$ cat config.mk
export PLATFORM = sky130hd
export DESIGN_NAME = nonce_select
export DESIGN_NICKNAME = d
export VERILOG_FILES = /design/src/rtl/nonce_select.sv
export SDC_FILE = /design/constraint.sdc
export NUM_CORES = 1
export LEC_CHECK = 0
export ABC_AREA = 1
export CAP_MARGIN = 20
export CORE_MARGIN = 3
export CORE_UTILIZATION = 38
export CTS_BUF_LIST = sky130_fd_sc_hd__clkbuf_8
export DETAILED_ROUTE_END_ITERATION = 10
export GPL_TIMING_DRIVEN = 0
export SYNTH_ARGS = -nofsm -noshare
export SYNTH_HDL_FRONTEND = slang
export SYNTH_SLANG_ARGS = --single-unit
$ cat constraint.sdc
create_clock -name clk -period 5.4 [get_ports clk]
set_clock_uncertainty 0.2 [all_clocks]
set_input_delay 1.35 -clock clk [delete_from_list [all_inputs] [get_ports clk]]
set_output_delay 1.35 -clock clk [all_outputs]
set_load 0.005 [all_outputs]
$ cat src/rtl/nonce_select.sv
// nonce_select: scans NUM_NONCES hash words in memory for the minimum (lowest index on ties),
// compares it with a difficulty target and writes a two-word result record back.
module nonce_select #(
    parameter int NUM_NONCES = 16,
    parameter int NONCE_W    = 5
) (
    input  logic               clk,
    input  logic               reset,
    input  logic               start,
    input  logic [15:0]        hash_addr,
    input  logic [15:0]        result_addr,
    input  logic [31:0]        target,
    output logic               done,
    output logic               found,
    output logic [NONCE_W-1:0] best_nonce,
    output logic [31:0]        best_hash,
    output logic               mem_clk,
    output logic               mem_we,
    output logic [15:0]        mem_addr,
    output logic [31:0]        mem_write_data,
    input  logic [31:0]        mem_read_data
);
    typedef enum logic [2:0] {IDLE, PRIME, SCAN, WR0, WR1, FIN} state_t;
    localparam logic [NONCE_W:0]   RC_END   = (NONCE_W+1)'(NUM_NONCES);
    localparam logic [NONCE_W-1:0] IDX_LAST = NONCE_W'(NUM_NONCES - 1);
    state_t             state, state_n;
    logic [15:0]        hash_base, hash_base_n, res_base, res_base_n, mem_addr_n;
    logic [31:0]        tgt, tgt_n, best_hash_n, mem_write_data_n;
    logic [NONCE_W-1:0] idx, idx_n, best_nonce_n;
    logic [NONCE_W:0]   rc, rc_n;
    logic               done_n, found_n, mem_we_n;
    assign mem_clk = clk;
    // Reads run two words ahead of the sample point: rc is the next word to address, idx the word arriving now.
    always_comb begin
        state_n          = state;
        hash_base_n      = hash_base;
        res_base_n       = res_base;
        tgt_n            = tgt;
        idx_n            = idx;
        rc_n             = rc;
        done_n           = done;
        found_n          = found;
        best_nonce_n     = best_nonce;
        best_hash_n      = best_hash;
        mem_we_n         = mem_we;
        mem_addr_n       = mem_addr;
        mem_write_data_n = mem_write_data;
        case (state)
            IDLE: if (start) begin
                hash_base_n = hash_addr;
                res_base_n  = result_addr;
                tgt_n       = target;
                mem_addr_n  = hash_addr;
                mem_we_n    = 1'b0;
                done_n      = 1'b0;
                found_n     = 1'b0;
                best_hash_n = '1;
                idx_n       = '0;
                rc_n        = (NONCE_W+1)'(1);
                state_n     = PRIME;
            end
            PRIME: begin
                mem_addr_n = hash_base + 16'(rc);
                rc_n       = rc + 1'b1;
                state_n    = SCAN;
            end
            SCAN: begin
                if (rc < RC_END) begin
                    mem_addr_n = hash_base + 16'(rc);
                    rc_n       = rc + 1'b1;
                end
                if (mem_read_data < best_hash) begin
                    best_hash_n  = mem_read_data;
                    best_nonce_n = idx;
                end
                idx_n = idx + 1'b1;
                if (idx == IDX_LAST) begin
                    found_n          = best_hash_n < tgt;
                    mem_we_n         = 1'b1;
                    mem_addr_n       = res_base;
                    mem_write_data_n = {found_n, {(31-NONCE_W){1'b0}}, best_nonce_n};
                    state_n          = WR0;
                end
            end
            WR0: begin
                mem_we_n         = 1'b1;
                mem_addr_n       = res_base + 16'd1;
                mem_write_data_n = best_hash;
                state_n          = WR1;
            end
            WR1: begin
                mem_we_n = 1'b0;
                done_n   = 1'b1;
                state_n  = FIN;
            end
            FIN: state_n = IDLE;
            default: state_n = IDLE;
        endcase
    end
    always_ff @(posedge clk) begin
        if (reset) begin
            state          <= IDLE;
            hash_base      <= '0;
            res_base       <= '0;
            tgt            <= '0;
            idx            <= '0;
            rc             <= '0;
            done           <= 1'b0;
            found          <= 1'b0;
            best_nonce     <= '0;
            best_hash      <= '1;
            mem_we         <= 1'b0;
            mem_addr       <= '0;
            mem_write_data <= '0;
        end else begin
            state          <= state_n;
            hash_base      <= hash_base_n;
            res_base       <= res_base_n;
            tgt            <= tgt_n;
            idx            <= idx_n;
            rc             <= rc_n;
            done           <= done_n;
            found          <= found_n;
            best_nonce     <= best_nonce_n;
            best_hash      <= best_hash_n;
            mem_we         <= mem_we_n;
            mem_addr       <= mem_addr_n;
            mem_write_data <= mem_write_data_n;
        end
    end
endmodule

* After elaboration in Yosys (flattened, before gate mapping) *
Cells that the tools add are included.
Widths: inputs -> output; s select.

operators by class
  add/subtract/negate cells = 4
  $lt $le $gt $ge = 3
  equality and inequality tests = 9
  muxes and demuxes = 25
  reduce and logical (&&, ||, !) cells = 16

operator list
  operator               count
  $mux 32                4
  $pmux 32 s2            2
  $lt 32x32->1           2
  $pmux 16 s4            1
  $mux 16                3
  $pmux 6 s3             1
  $add 16x1->16 const B  1
  $add 16x6->16          1
  $pmux 3 s5             1
  $mux 6                 2
  $reduce_and 3->1       4
  $mux 5                 2
  $pmux 5 s2             1
  $reduce_and 2->1       5
  $reduce_bool 4->1      2
  $add 6x1->6 const B    1
  $eq 3x2->1 const B     2
  $lt 6x5->1 const B     1
  $mux 3                 2
  $ne 2x2->1 const B     3
  $reduce_bool 2->1      3
  $add 5x1->5 const B    1
  $eq 5x4->1 const B     1
  $pmux 1 s2             2
  other kinds (7)        9

word-level totals
  bits in registers = 166
  input port bits = 99
  output and inout port bits = 89
  word-level logic and storage cells = 70

* Depth between registers and ports, before layout *
  depth in word-level cells = 6
  mapped depth = 29
  gate-level depth less buffers = 28

==> results.toml <==
[outcome]
outcome = "completed"

[sta]
finalSetupViolCount = 0
timing.hold.ws_ps = 267
rsz0062_at_grt = "no"
fmax_mhz = 199
fin_ws_ps = 363
post-route-period-util_pct = 93.3
min_period_ps = 5040
relSlewSlack_pct = 47.5
final-hold-violation-count = 0
worst_pin_slew_ps = 788
slew_viol_final = 0

[floorplanning]
dieArea_sq_um = 25000
start_util_pct = 38.7
ios = 188
core_sq_um = 22700
rows = 55
die_w_um = 158
die_h_um = 158

[worst_setup_path]
critPathLaunchType = "input port"
cp.arrival_ps = 5330
worstSetupPathType = "in2reg"
worstPathMaxFanout = 10
end_kind = "flip-flop"
critical_path_required_ps = 5690

[power]
power.leakage_nw = 4.82
seq_power_share_pct = 40.9
ir_drop_v = 0.000179
comb_power_share_pct = 31.4
switching_share_pct = 36.2
p_sw_mw = 1.31
powerDensity_nw_per_um2 = 317
p_int_mw = 2.32
pwr-share-clk_pct = 27.7

[placed_design]
dp_worst_setup_slack_ps = -227
io_buffers = 187
hpwl_um = 23300
place_inst = 1701
place.gp.congestion = 0.961

[yosys]
syn-cell-area_sq_um = 8790
synth_edf_count = 0
yosysMostFrequentCell = "nand2_1"
synthArstFlopShare_pct = 0
synth_nets = 1401
yosysSeqAreaShare_pct = 37.8
synth_seq_cells = 166
synth_top_cell_by_area = "dfxtp_1"
yosysUniqueCellTypes = 43
synthTopCellsByArea = "dfxtp_1 (38%), a21oi_1 (10%), ha_1 (10%)"
syn_inst = 1229
synth_top_area_share_pct = 37.8
postSynthAreaPerCell_sq_um = 7.15
synth_ff_type = "dfxtp_1"
synth_common_cells = "nand2_1 (227), a21oi_1 (181), dfxtp_1 (166)"
ys_warn_count = 0

[grt]
met1_usage_pct = 29.7
antenna_found_initial = 1
grt-busiest-layer = "met2"
grt_pass1_vias = 8675
grtUsageMet3_pct = 7.22
overflow = 0
grt_max_degree = 17
grt_pass1_wl_um = 46000
grt_use_met2_pct = 40.2
track_usage_pct = 23.9

[hold_path]
hold_path_class = "reg2reg"

[clock_network]
clk_pin_slew_ps = 100
cts_hold_buf = 0
cts_tree = "yes"
cts_setup_buffers = 0
clk_latency_ps = 570

[cells_and_area]
fillers = 2318
diodes = 0
area_growth_pct = 30.3
nets = 1610
drive_gt1_share_pct = 5.65
fin_cells = 1736

[flow_run]
cap_violations = 0

[routing]
wire_per_inst_um = 17.4
postRouteAntennaNets = 0
drt-pass1-iter-count = 7
avgViaCountPerCell = 5.18
drtIter0Drc = 443
drc = 0
wl_um = 30200
vias = 8997
## worst paths after layout
kind                    start                  to  slack (ps)  cells after the start
min reg2reg            tgt[3]              tgt[3]         270                      2
max reg2reg      best_hash[3]  mem_write_data[31]        1150                     25
max          mem_read_data[3]  mem_write_data[31]         360                     25
min                    tgt[3]              tgt[3]         270                      2
## layout by cell type, fill, tap and decap left out, drive strengths merged, types with 8 or more instances in the layout
master         netlist  final
dfxtp              166    166
clkbuf              57     80
nor2               122    122
a21oi              183    183
o22ai               32     32
ha                  72     72
nor3                10     10
nand3               29     29
nand4                8      8
buf                  9      9
o21ai              121    121
inv                144    149
nand2              231    231
clkdlybuf4s50        0    187
## worst max-delay path, cell delays in order
cell	delay [ps]
clkdlybuf4s50_1	480
ha_1	340
nand2_1	60
inv_2	40
nand2_1	40
nand2_1	60
nand2_1	50
nand2_1	70
nand2_1	50
nand2_1	90
nand2_2	80
nand2_4	110
clkbuf_1	500
a21oi_1	200
ha_1	330
a21oi_1	140
nor2_1	70
a211oi_1	200
nor2_1	70
or4_1	500
a21oi_1	190
nand2_1	80
nand2_1	60
nand2_1	50
a21oi_1	110
## metal layers
layer  wire length, um  vias to the layer above
met1             13000                     4128
met5                13                        -
met2             14200                      301
met4               732                        2
li1                  -                     4521
met3              2300                       45
## through the flow
| stage | power (mW) | instance area [sq um] | setup TNS (ps) | util, % |
|---|---|---|---|---|
| after floorplan | 2.15 | 8790 | 0 | - |
| after global placement | 2.66 | 11000 | -438 | 48.5 |
| after detailed placement | 2.67 | 11000 | -406 | 48.5 |
| after CTS | 3.65 | 11400 | 0 | 50.4 |
| after global routing | 3.85 | 11500 | 0 | 50.4 |
| final | 3.63 | 11500 | 0 | 50.4 |
## what timing repair did
item                       CTS  global route
resized for setup            0             6
hold endpoints to repair     0             0
setup endpoints to repair    0             1
## registers in the layout, indices dropped and copies added (netlist names)
register / cells
mem_write_data: 32
hash_base: 16
best_hash: 32
done: 1
res_base: 16
mem_addr: 16
tgt: 32
state: 3
mem_we: 1
best_nonce: 5
rc: 6
found: 1
idx: 5
## cell type report
type                    count  area (sq um)  area share (%)
repair buffers            186          1860            16.3
inverters                 144           541            4.72
plain buffers              66           264            2.30
flip-flops and latches    166          3320            29.0
multi-input cells         853          4660            40.7
clock buffers              24           327            2.85
well taps                 285           357            3.11
clock inverters            12           116            1.02
## power groups by stage
| stage | Combinational [mW] | Sequential, mW | Clock [mW] |
|---|---|---|---|
| floorplan | 0.649 | 1.49 | 0.0120 |
| global placement | 1.12 | 1.51 | 0.0259 |
| detailed placement | 1.14 | 1.51 | 0.0259 |
| CTS | 1.14 | 1.49 | 1.02 |
| global route | 1.28 | 1.51 | 1.07 |
| finish | 1.14 | 1.49 | 1.01 |
## cell families (layout without fill, tap and decap cells)
| kind of cell | count (synthesis) | after routing | share of synthesized area [%] |
|---|---|---|---|
| AND/OR/NAND/NOR | 407 | 407 | 19.5 |
| XOR/XNOR | 4 | 4 | 0.399 |
| AO/OA/AOI/OAI | 369 | 369 | 22.7 |
| buffers and inverters | 210 | 432 | 9.11 |
| flip-flops | 166 | 166 | 37.8 |
| adder cells (fa/ha/maj) | 73 | 73 | 10.5 |
(Power assumes the default switching activity.)
